--- config.mk ---
export PLATFORM = sky130hd
export DESIGN_NAME = anti_theft_ctrl
export DESIGN_NICKNAME = d
export VERILOG_FILES = /design/src/rtl/anti_theft_pkg.sv /design/src/rtl/time_param_bank.sv /design/src/rtl/anti_theft_ctrl.sv
export SDC_FILE = /design/constraint.sdc
export NUM_CORES = 1
export LEC_CHECK = 0
export BUFFER_PORTS_ARGS = -buffer_cell sky130_fd_sc_hd__buf_2
export CAP_MARGIN = 20
export CORE_MARGIN = 4
export CORE_UTILIZATION = 40
export CTS_CLUSTER_SIZE = 40
export DETAILED_ROUTE_END_ITERATION = 10
export HOLD_SLACK_MARGIN = 0.02
export SLEW_MARGIN = 0
export SYNTH_ARGS = -nofsm -noshare
export SYNTH_HDL_FRONTEND = slang
export SYNTH_SLANG_ARGS = --single-unit
--- constraint.sdc ---
create_clock -name clock -period 5 [get_ports clock]
set_input_delay 1 -clock clock [delete_from_list [all_inputs] [get_ports clock]]
set_output_delay 1 -clock clock [all_outputs]
set_load 0.02 [all_outputs]
--- src/rtl/anti_theft_pkg.sv ---
// Shared encodings and default intervals for the anti-theft sequencer.
// Interval reprogramming is enabled by defining TIME_PARAM_PROG_EN.
package anti_theft_pkg;

    typedef enum logic [2:0] {
        StDisarmed  = 3'd0,
        StWaitOpen  = 3'd1,
        StWaitClose = 3'd2,
        StArmDelay  = 3'd3,
        StArmed     = 3'd4,
        StTriggered = 3'd5,
        StAlarmOn   = 3'd6
    } state_e;

    typedef enum logic [1:0] {
        SelArm       = 2'd0,
        SelDriver    = 2'd1,
        SelPassenger = 2'd2,
        SelAlarm     = 2'd3
    } param_sel_e;

    localparam logic [3:0] DefArmDelay       = 4'd6;
    localparam logic [3:0] DefDriverDelay    = 4'd8;
    localparam logic [3:0] DefPassengerDelay = 4'd15;
    localparam logic [3:0] DefAlarmOn        = 4'd10;

    // Timer load sequence: abort, start, one settle cycle, then expiry is trusted.
    localparam logic [1:0] LoadIdle   = 2'd0;
    localparam logic [1:0] LoadAbort  = 2'd1;
    localparam logic [1:0] LoadStart  = 2'd2;
    localparam logic [1:0] LoadSettle = 2'd3;

    function automatic logic is_timed(state_e s);
        return (s == StArmDelay) || (s == StTriggered) || (s == StAlarmOn);
    endfunction

endpackage

--- src/rtl/time_param_bank.sv ---
// Interval register file for the four countdown lengths.
// With TIME_PARAM_PROG_EN the entries are writable; otherwise a constant mux.
module time_param_bank
    import anti_theft_pkg::*;
#(
    parameter logic [3:0] T_ARM_DELAY       = DefArmDelay,
    parameter logic [3:0] T_DRIVER_DELAY    = DefDriverDelay,
    parameter logic [3:0] T_PASSENGER_DELAY = DefPassengerDelay,
    parameter logic [3:0] T_ALARM_ON        = DefAlarmOn
) (
`ifdef TIME_PARAM_PROG_EN
    input  logic       clock,
    input  logic       reset,
    input  logic       reprogram,
    input  param_sel_e time_param_sel,
    input  logic [3:0] time_value,
`endif
    input  param_sel_e rd_sel,
    output logic [3:0] rd_value
);

`ifdef TIME_PARAM_PROG_EN
    logic [3:0] param_q [4];
    logic [3:0] param_d [4];

    always_comb begin
        param_d = param_q;
        if (reprogram) begin
            param_d[time_param_sel] = time_value;
        end
    end

    always_ff @(posedge clock) begin
        if (reset) begin
            param_q[SelArm]       <= T_ARM_DELAY;
            param_q[SelDriver]    <= T_DRIVER_DELAY;
            param_q[SelPassenger] <= T_PASSENGER_DELAY;
            param_q[SelAlarm]     <= T_ALARM_ON;
        end else begin
            param_q <= param_d;
        end
    end

    // Reads the stored value, so a same-cycle write only affects later loads.
    assign rd_value = param_q[rd_sel];
`else
    always_comb begin
        rd_value = T_ARM_DELAY;
        unique case (rd_sel)
            SelArm:       rd_value = T_ARM_DELAY;
            SelDriver:    rd_value = T_DRIVER_DELAY;
            SelPassenger: rd_value = T_PASSENGER_DELAY;
            SelAlarm:     rd_value = T_ALARM_ON;
        endcase
    end
`endif

endmodule

--- src/rtl/anti_theft_ctrl.sv ---
// Anti-theft main sequencer: arming FSM, countdown timer load sequencer, siren/LED drive.
// Optional interval reprogramming ports are added when TIME_PARAM_PROG_EN is defined.
module anti_theft_ctrl
    import anti_theft_pkg::*;
#(
    parameter logic [3:0] T_ARM_DELAY       = DefArmDelay,
    parameter logic [3:0] T_DRIVER_DELAY    = DefDriverDelay,
    parameter logic [3:0] T_PASSENGER_DELAY = DefPassengerDelay,
    parameter logic [3:0] T_ALARM_ON        = DefAlarmOn
) (
    input  logic       clock,
    input  logic       reset,
    input  logic       ignition,
    input  logic       door_driver,
    input  logic       door_pass,
    input  logic       expired,
    input  logic       one_hz_enable,
    input  logic       two_hz_enable,
`ifdef TIME_PARAM_PROG_EN
    input  logic       reprogram,
    input  logic [1:0] time_param_sel,
    input  logic [3:0] time_value,
`endif
    output logic       timer_abort,
    output logic       start_timer,
    output logic [3:0] timer_value,
    output logic       siren,
    output logic       status_led,
    output logic [2:0] state_dbg
);

    state_e     state_q, state_d;
    logic [1:0] phase_q, phase_d;
    logic       abort_q, abort_d;
    logic       start_q, start_d;
    logic [3:0] value_q, value_d;
    logic       siren_q, siren_d;
    logic       led_q, led_d;

    logic       load_req;
    logic       abort_only;
    param_sel_e load_sel;
    logic [3:0] load_interval;
    logic       any_door;
    logic       expiry_seen;
    logic       unused_two_hz;

    assign unused_two_hz = two_hz_enable;
    assign any_door      = door_driver | door_pass;
    // The timer's expired level is stale until the freshly loaded count has settled.
    assign expiry_seen   = expired & (phase_q == LoadIdle);

    time_param_bank #(
        .T_ARM_DELAY       (T_ARM_DELAY),
        .T_DRIVER_DELAY    (T_DRIVER_DELAY),
        .T_PASSENGER_DELAY (T_PASSENGER_DELAY),
        .T_ALARM_ON        (T_ALARM_ON)
    ) u_time_param_bank (
`ifdef TIME_PARAM_PROG_EN
        .clock          (clock),
        .reset          (reset),
        .reprogram      (reprogram),
        .time_param_sel (param_sel_e'(time_param_sel)),
        .time_value     (time_value),
`endif
        .rd_sel         (load_sel),
        .rd_value       (load_interval)
    );

    always_comb begin : fsm_next
        state_d    = state_q;
        load_req   = 1'b0;
        load_sel   = SelArm;
        abort_only = 1'b0;
        if (ignition) begin
            state_d    = StDisarmed;
            abort_only = is_timed(state_q);
        end else begin
            case (state_q)
                StDisarmed: state_d = StWaitOpen;
                StWaitOpen: begin
                    if (door_driver) state_d = StWaitClose;
                end
                StWaitClose: begin
                    if (!any_door) begin
                        state_d  = StArmDelay;
                        load_req = 1'b1;
                        load_sel = SelArm;
                    end
                end
                StArmDelay: begin
                    if (any_door) begin
                        state_d = StWaitClose;
                    end else if (expiry_seen) begin
                        state_d = StArmed;
                    end
                end
                StArmed: begin
                    if (door_driver) begin
                        state_d  = StTriggered;
                        load_req = 1'b1;
                        load_sel = SelDriver;
                    end else if (door_pass) begin
                        state_d  = StTriggered;
                        load_req = 1'b1;
                        load_sel = SelPassenger;
                    end
                end
                StTriggered: begin
                    if (expiry_seen) begin
                        state_d  = StAlarmOn;
                        load_req = 1'b1;
                        load_sel = SelAlarm;
                    end
                end
                StAlarmOn: begin
                    if (expiry_seen) begin
                        if (any_door) begin
                            load_req = 1'b1;
                            load_sel = SelAlarm;
                        end else begin
                            state_d = StArmed;
                        end
                    end
                end
                default: state_d = StDisarmed;
            endcase
        end
    end

    always_comb begin : out_next
        phase_d = phase_q;
        if (load_req) begin
            phase_d = LoadAbort;
        end else if (state_d != state_q) begin
            // Leaving without a new load drops any pending start.
            phase_d = LoadIdle;
        end else if (phase_q != LoadIdle) begin
            phase_d = phase_q + 2'd1;
        end

        abort_d = load_req | abort_only;
        start_d = (phase_d == LoadStart);
        value_d = load_req ? load_interval : value_q;
        siren_d = (state_d == StAlarmOn);

        led_d = 1'b0;
        case (state_d)
            StArmed: begin
                if (state_q == StArmed) led_d = led_q ^ one_hz_enable;
            end
            StTriggered, StAlarmOn: led_d = 1'b1;
            default: led_d = 1'b0;
        endcase
    end

    always_ff @(posedge clock) begin
        if (reset) begin
            state_q <= StDisarmed;
            phase_q <= LoadIdle;
            abort_q <= 1'b0;
            start_q <= 1'b0;
            value_q <= 4'd0;
            siren_q <= 1'b0;
            led_q   <= 1'b0;
        end else begin
            state_q <= state_d;
            phase_q <= phase_d;
            abort_q <= abort_d;
            start_q <= start_d;
            value_q <= value_d;
            siren_q <= siren_d;
            led_q   <= led_d;
        end
    end

    assign timer_abort = abort_q;
    assign start_timer = start_q;
    assign timer_value = value_q;
    assign siren       = siren_q;
    assign status_led  = led_q;
    assign state_dbg   = state_q;

endmodule
Word-level counts from Yosys, hierarchy flattened
Index checks and enable logic that the tools add are counted. W data, S select, Z words.

Flip-flop bits (word level): 13. Input bits: 8. Output and inout port bits: 11. Logic and storage cells: 66.

$add $sub $neg: 1. Equal/unequal tests: 14. Multiplexer cells: 33. Bitwise logic cells: 4. Reductions and logical operators: 7.

Operators with widths (number): $mux W3 (10); $pmux W3 S7 (1); $eq A3 B3 Y1 const B (6); $mux W2 (9); $pmux W4 S4 (1); $mux W1 (9); $eq A2 B2 Y1 const B (3); $eq A3 B2 Y1 const B (2); $pmux W2 S3 (1); $logic_not A2 Y1 (2); $pmux W1 S4 (1); $eq A3 B1 Y1 const B (1); $logic_not A3 Y1 (1); $ne A3 B3 Y1 (1); $add A2 B1 Y2 const B (1); $eq A2 B1 Y1 const B (1); $logic_or A1 B1 Y1 (2); $or A1 B1 Y1 (2); $pmux W1 S2 (1); $reduce_bool A2 Y1 (1); $reduce_or A2 Y1 (1); $and A1 B1 Y1 (1); $xor A1 B1 Y1 (1).

Longest topological paths before layout
Gate-level depths: netlist of run 1.

Depth in word-level cells: 10. Gate-level depth with buffers: 7. Gate-level depth less buffers: 7.

Modules after synthesis
Synthesis of run 1 repeated with hierarchy kept, for this count alone.

Cell total of the unflattened synthesis: 104. Area, all modules: 895.9 um^2.

Modules (own cells, without submodules): anti_theft_ctrl (times used 1, cells an instance 100, area an instance 873.3 um^2); time_param_bank (times used 1, cells an instance 4, area an instance 22.5 um^2).

Worst setup path before layout of run 1
No wires, ideal clock.

Path type: input to register. From: input port door_driver. To: register led_q (netlist: status_led). Library setup time: 58 ps. Arrival: 2226 ps. Data required time: 4942 ps. Slack: 2716 ps. Cell stages on the path: 6. Path buffers: 1. Cells stage by stage: buf_6 -> or4b_1 -> a22o_1 -> o21ba_1 -> a21oi_1 -> o21a_1.

Cells in the longest elaborated chain, start to end: 8. Elaborated cells between the ends (all ways): 14. Classes of those cells: eq/ne: 3; mux: 9; bitwise: 1; reduce/logical: 1.

RTL lines: start, declared (RTL line anti_theft_ctrl.sv:14) `input logic door_driver,`; $or A1 B1 Y1 (RTL line anti_theft_ctrl.sv:49) `assign any_door = door_driver | door_pass;`; $mux W3 (RTL line anti_theft_ctrl.sv:118) `if (any_door) begin`; $mux W3 (RTL line anti_theft_ctrl.sv:117) `if (expiry_seen) begin`; $pmux W3 S7 * (RTL line anti_theft_ctrl.sv:79) `case (state_q)`; $mux W3 * (RTL line anti_theft_ctrl.sv:75) `if (ignition) begin`; $eq A3 B3 Y1 (RTL line anti_theft_ctrl.sv:148) `case (state_d)`; $reduce_or A2 Y1 (RTL line anti_theft_ctrl.sv:148); $pmux W1 S2 * (RTL line anti_theft_ctrl.sv:148); end signal, assigned (RTL line anti_theft_ctrl.sv:173) `led_q <= led_d;`; end, declared (RTL line anti_theft_ctrl.sv:38) `logic led_q, led_d;`.

Every way passes the cells marked *; elsewhere a longest branch is shown, timed or not. A chain may end at the register's enable or synchronous reset.

Worst setup path after layout of run 1
From: register state_q[2] (netlist: state_dbg[2]). To: output port state_dbg[2].

RTL lines: start, declared (RTL line anti_theft_ctrl.sv:32) `state_e state_q, state_d;`; start signal, assigned (RTL line anti_theft_ctrl.sv:159) `state_q <= StDisarmed;`; start signal, assigned (RTL line anti_theft_ctrl.sv:167) `state_q <= state_d;`; end, declared (RTL line anti_theft_ctrl.sv:29) `output logic [2:0] state_dbg`.

No word-level cell between the ends.

==> results.toml, run 1 <==
[run_status]
outcome = "finished, final reports clean"

[sta]
setup_tns_ns = 0
fmax_mhz = 456.5
finClkSkew_ns = 0.001126
slew_headroom_pct = 65.71
worst_pin_slew_ns = 0.5136
fin_crit_sh_pct = 43.81
hold_viol_final = 0
slew_viol_final = 0
period_needed_ns = 2.191
finalSetupViolCount = 0
rsz0062_at_grt = "no"

[power_and_ir_drop]
p_leak_uw = 0.0003497
p_int_uw = 144.9
seq_power_share_pct = 54.1
clkPwrFrac_pct = 33.2
power_density_nw_per_um2 = 220.4
comb_power_share_pct = 12.7
finalPower_uw = 198.5
max-vdd-ir-drop_mv = 0.1682
swShare_pct = 27.02
switching_power_uw = 53.65

[worst_setup_path]
timing.rr.start = "state_dbg[1]"
r2r_cells = 5
path_cells = "buf_2"
cp.required_ns = 4.00
worst-path-stages = 1
crit_type = "reg -> out"
start_kind = "register"
crit_path_top_delay_cell = "dfxtp_1"
critical-path-max-stage-delay_ns = 0.65
cp.arrival_ns = 1.19
critPathCaptureType = "primary output"
crit_end = "state_dbg[2]"
timing.rr.end = "start_timer"
critPathTopFamily = "flip-flops"
cp-startpoint = "state_dbg[2]"
rrSetupSlack_ns = 3.14
worst-path-buf-inv = 1
critPathMaxFanout = 18

[cts]
hold_buffers = 0
clk_latency_ns = 0.28
ctsResizeCount = 0
numCtsBuffers = 3
cts.clk_slew.worst_paths_ns = 0.08
cts_num_sinks = 13
cts_tree = "built"
clockBufferDepth = 2
cts-root-buf = "clkbuf_4"
htreeDepth = 1
post_cts_buffers = 0

[floorplanning]
rows = 15
core_area_um2 = 1802
initial_core_util_pct = 44.03
die_w_um = 52.53
die_h_um = 52.53
ioPinCount = 19
die_area_um2 = 2759

[final_layout]
multi_input_area_um2 = 475.5
drive_above_1_share_pct = 20.18
finalNetCount = 125
regArea_um2 = 260.3
antennaDiodeCount = 0
n_fill_cell = 190
area_delta_synth_final_pct = 13.56

[route]
drt_iter0_markers = 32
antenna_left = 0
drcViolationCount = 0
drt-pass1-iter-count = 4
routed_wirelength_um = 1734
vias = 766
avgRoutedWirePerCell_um = 12.47
viasPerCell = 5.511

[global_routing]
grt_pass1_vias = 663
grt_usage_pct = 13.93
grt-ovfl-total = 0
grt_pass1_wl_um = 2815
grt_max_degree = 19
antenna_found_initial = 0

[placed_design]
dp_hpwl_um = 1255
finalWeightedCongestion = 0.9031
port_buffers = 17

[synth]
syn-cell-area_um2 = 793.3
avgSynthCellArea_um2 = 7.933
syn-num-nets = 110
synth_top_cell_by_area = "dfxtp_1"
async_reset_ff_share_pct = 0
yosysWarnings = 0
synth_top_area_share_pct = 32.81
synth.area.top_cells = "dfxtp_1 (33%), a21oi_1 (5.7%), nor2_1 (4.3%)"
ys_ff_latch = 13
netlist_instances = 100
synth-main-ff-cell = "dfxtp_1"
post-synth-top-count-cell = "dfxtp_1"
synth_cell_types = 42
synth_edf_count = 0
synth_common_cells = "dfxtp_1 (13), a21oi_1 (9), nor2_1 (9)"
seq_area_frac_synth_pct = 32.81

[job]
cap_violations = 0

[hold_path]
worstHoldPathType = "reg -> reg"
-- how the worst min path moves through the flow --
stage	startpoint	endpoint	slack, ns	cells after the start
after floorplan	timer_value[0]	timer_value[0]	0.54	2
after global placement	timer_value[0]	timer_value[0]	0.46	2
after detailed placement	timer_value[0]	timer_value[0]	0.46	2
after CTS	timer_value[0]	timer_value[0]	0.48	2
after global routing	timer_value[0]	timer_value[0]	0.55	2
final	timer_value[0]	timer_value[0]	0.47	2
-- logic make-up (layout without fill, tap and decap cells) --
logic type,after synthesis,in the layout,share of synthesized area (%)
buffers and inverters,13,27,7.255
adders and majority gates,2,2,3.154
and+or+nand+nor,37,37,25.24
AOI/OAI and AO/OA,32,32,28.08
xor gates and xnor gates,2,2,2.209
muxes,1,1,1.262
DFF,13,13,32.81
-- registers in the layout, indices dropped and copies added (netlist names) --
register     flops
timer_value      4
timer_abort      1
siren            1
start_timer      1
status_led       1
state_dbg        3
phase_q          2
-- power groups by stage --
stage	sequential, uW	clock (uW)	combinational (uW)
CTS	107	69.4	25.2
global route	108	75.0	28.1
floorplan	109	0	19.3
finish	107	66.0	25.2
detailed placement	110	0	25.0
global placement	110	0	25.1
-- metal layers --
metal	wire length, um	global-route usage (%)
met1	902	17.87
met2	682	19.21
met3	113	3.419
met4	36	11.49
met5	0	0
-- stage by stage --
step | hold WS [ns] | setup slack (ns) | area (um^2) | cells | utilization, %
floorplan | 0.5438 | 2.716 | 793.3 | 100 | -
global placement | 0.4566 | 2.559 | 874.6 | 135 | 48.54
detailed placement | 0.4591 | 2.562 | 874.6 | 135 | 48.54
CTS | 0.4757 | 2.805 | 900.9 | 139 | 50.00
global route | 0.5473 | 2.714 | 900.9 | 139 | 50.00
finish | 0.4718 | 2.809 | 900.9 | 139 | 50.00
-- cells in the final DEF (no fill, tap or decap), types with 2 or more instances in the layout --
master	count
ha_1	2
a21oi_1	9
nand2b_1	4
inv_1	6
nand2_1	6
dfxtp_1	13
o21ai_0	4
o32ai_1	3
o21a_1	2
nor3_1	3
buf_2	17
nand3_1	5
clkbuf_4	3
nor2_1	9
-- final cells by class --
| type | instances | share of cell area [%] |
|---|---|---|
| repair buffers | 17 | 9.444 |
| clock buffers | 4 | 2.917 |
| flip-flops and latches | 13 | 28.89 |
| multi-input cells | 74 | 52.78 |
| well taps | 25 | 3.472 |
| inverters | 6 | 2.500 |
No activity file was read; power rests on OpenSTA's default activity.
==> run 2: changes to the inputs <==
==> constraint.sdc (replaced) <==
create_clock -name clock -period 1.9 [get_ports clock]
set_input_delay 0.38 -clock clock [delete_from_list [all_inputs] [get_ports clock]]
set_output_delay 0.38 -clock clock [all_outputs]
set_load 0.02 [all_outputs]
==> results.toml, run 2 (same netlist as run 1, synthesis figures left out) <==
[sta]
period_needed_ns = 1.739
finClkSkew_ns = 0.001133
slew_viol_final = 0
fmax_mhz = 574.9
rsz0062_at_grt = "no"
fin_crit_sh_pct = 91.55
hold_viol_final = 0
finalSetupViolCount = 0
setup_tns_ns = 0
hold_ws_ns = 0.3821
slew_headroom_pct = 74.23
worst_pin_slew_ns = 0.3865

[final_layout]
n_fill_cell = 186
largest_register_ffs = 4
most-common-layout-cells = "buf_2 (17), dfxtp_1 (13), nor2_1 (9), a21oi_1 (9)"
final_core_util_pct = 52.08
design_area_um2 = 938.4
final_common_cell = "buf_2"
finalNetCount = 130
layout.cells.non_filler = 144
regArea_um2 = 260.3
area_delta_synth_final_pct = 18.30
multi_input_area_um2 = 475.5
drive_above_1_share_pct = 23.53
antennaDiodeCount = 0

[placed_design]
finalWeightedCongestion = 0.8422
port_buffers = 17
dp_hpwl_um = 1379
placed_cell_area_um2 = 912.1
placed_cells = 140

[global_routing]
use_met1_pct = 22.55
grt_max_degree = 17
grt-ovfl-total = 0
grt_pass1_wl_um = 3125
met2_usage_pct = 20.25
grt_usage_pct = 14.94
antenna_found_initial = 0
grt_pass1_vias = 688
grtUsageMet3_pct = 2.564
grt-busiest-layer = "met1"

[route]
avgRoutedWirePerCell_um = 12.62
vias = 801
drt-pass1-iter-count = 4
drcViolationCount = 0
antenna_left = 0
drt_iter0_markers = 24
viasPerCell = 5.563
routed_wirelength_um = 1817

[cts]
cts-root-buf = "clkbuf_4"
clockBufferDepth = 2
ctsResizeCount = 0
cts.clk_slew.worst_paths_ns = 0.08
cts_tree = "built"
cts_num_sinks = 13
htreeDepth = 1
post_cts_buffers = 0
numCtsBuffers = 3
clk_latency_ns = 0.27
hold_buffers = 0

[power_and_ir_drop]
max-vdd-ir-drop_mv = 0.4141
p_leak_uw = 0.0003749
power_density_nw_per_um2 = 558.5

[hold_path]
worstHoldPathType = "in -> reg"

[worst_setup_path]
crit_path_top_delay_cell = "or4b_1"
critical-path-max-stage-delay_ns = 0.50
cp.arrival_ns = 1.92
critPathMaxFanout = 12
critPathCaptureType = "register"
path_cells = "or4b_1, a22o_1, o311ai_1, nand4_1, nor4_2"
cp.required_ns = 2.08
start_kind = "register"
crit_type = "reg -> reg"

[floorplanning]
ioPinCount = 19
die_area_um2 = 2759
die_h_um = 52.53
initial_core_util_pct = 44.03
die_w_um = 52.53
core_area_um2 = 1802
rows = 15

[run_status]
outcome = "finished, final reports clean"

[job]
cap_violations = 0
==> run 2: area by class of cell <==
class | instances | share of cell area [%]
repair buffers | 22 | 13.07
inverters | 6 | 2.400
clock buffers | 4 | 2.800
flip-flops and latches | 13 | 27.73
well taps | 25 | 3.333
multi-input cells | 74 | 50.67
==> run 2: final timing paths <==
check / from / cells after the start / end / slack [ns]
worst max-delay path: state_dbg[2] / 5 / start_timer / 0.16
worst min-delay path: door_driver / 2 / timer_value[1] / 0.38
worst max register to register: state_dbg[2] / 5 / start_timer / 0.16
worst min register to register: timer_value[0] / 2 / timer_value[0] / 0.47
==> run 2: layer usage <==
metal	wire length (um)	part of all wire [%]
met4	8	0.44
met1	932	51
met5	0	0
met2	772	42
met3	103	5.7
==> run 2: critical path: cells and delay by family, from the launching register on <==
kind	cells	cell delay (ns)
compound gates	2	0.33
flops	1	0.43
simple gates	3	0.89
==> run 2: stage by stage <==
step / setup slack, ns / total power [uW]
2_1_floorplan: 0.2360 / 337.5
3_3_place_gp: 0.06954 / 360.8
3_5_place_dp: 0.05840 / 360.7
4_1_cts: 0.1769 / 531.3
5_1_grt: 0.06070 / 552.0
6_report: 0.1606 / 524.1
==> run 2: power by group <==
group	leakage, uW	switching [uW]	internal [uW]
combinational	0.000255	46.4	29.7
sequential	0.000105	4.44	275
clock	0.0000150	87.6	81.3
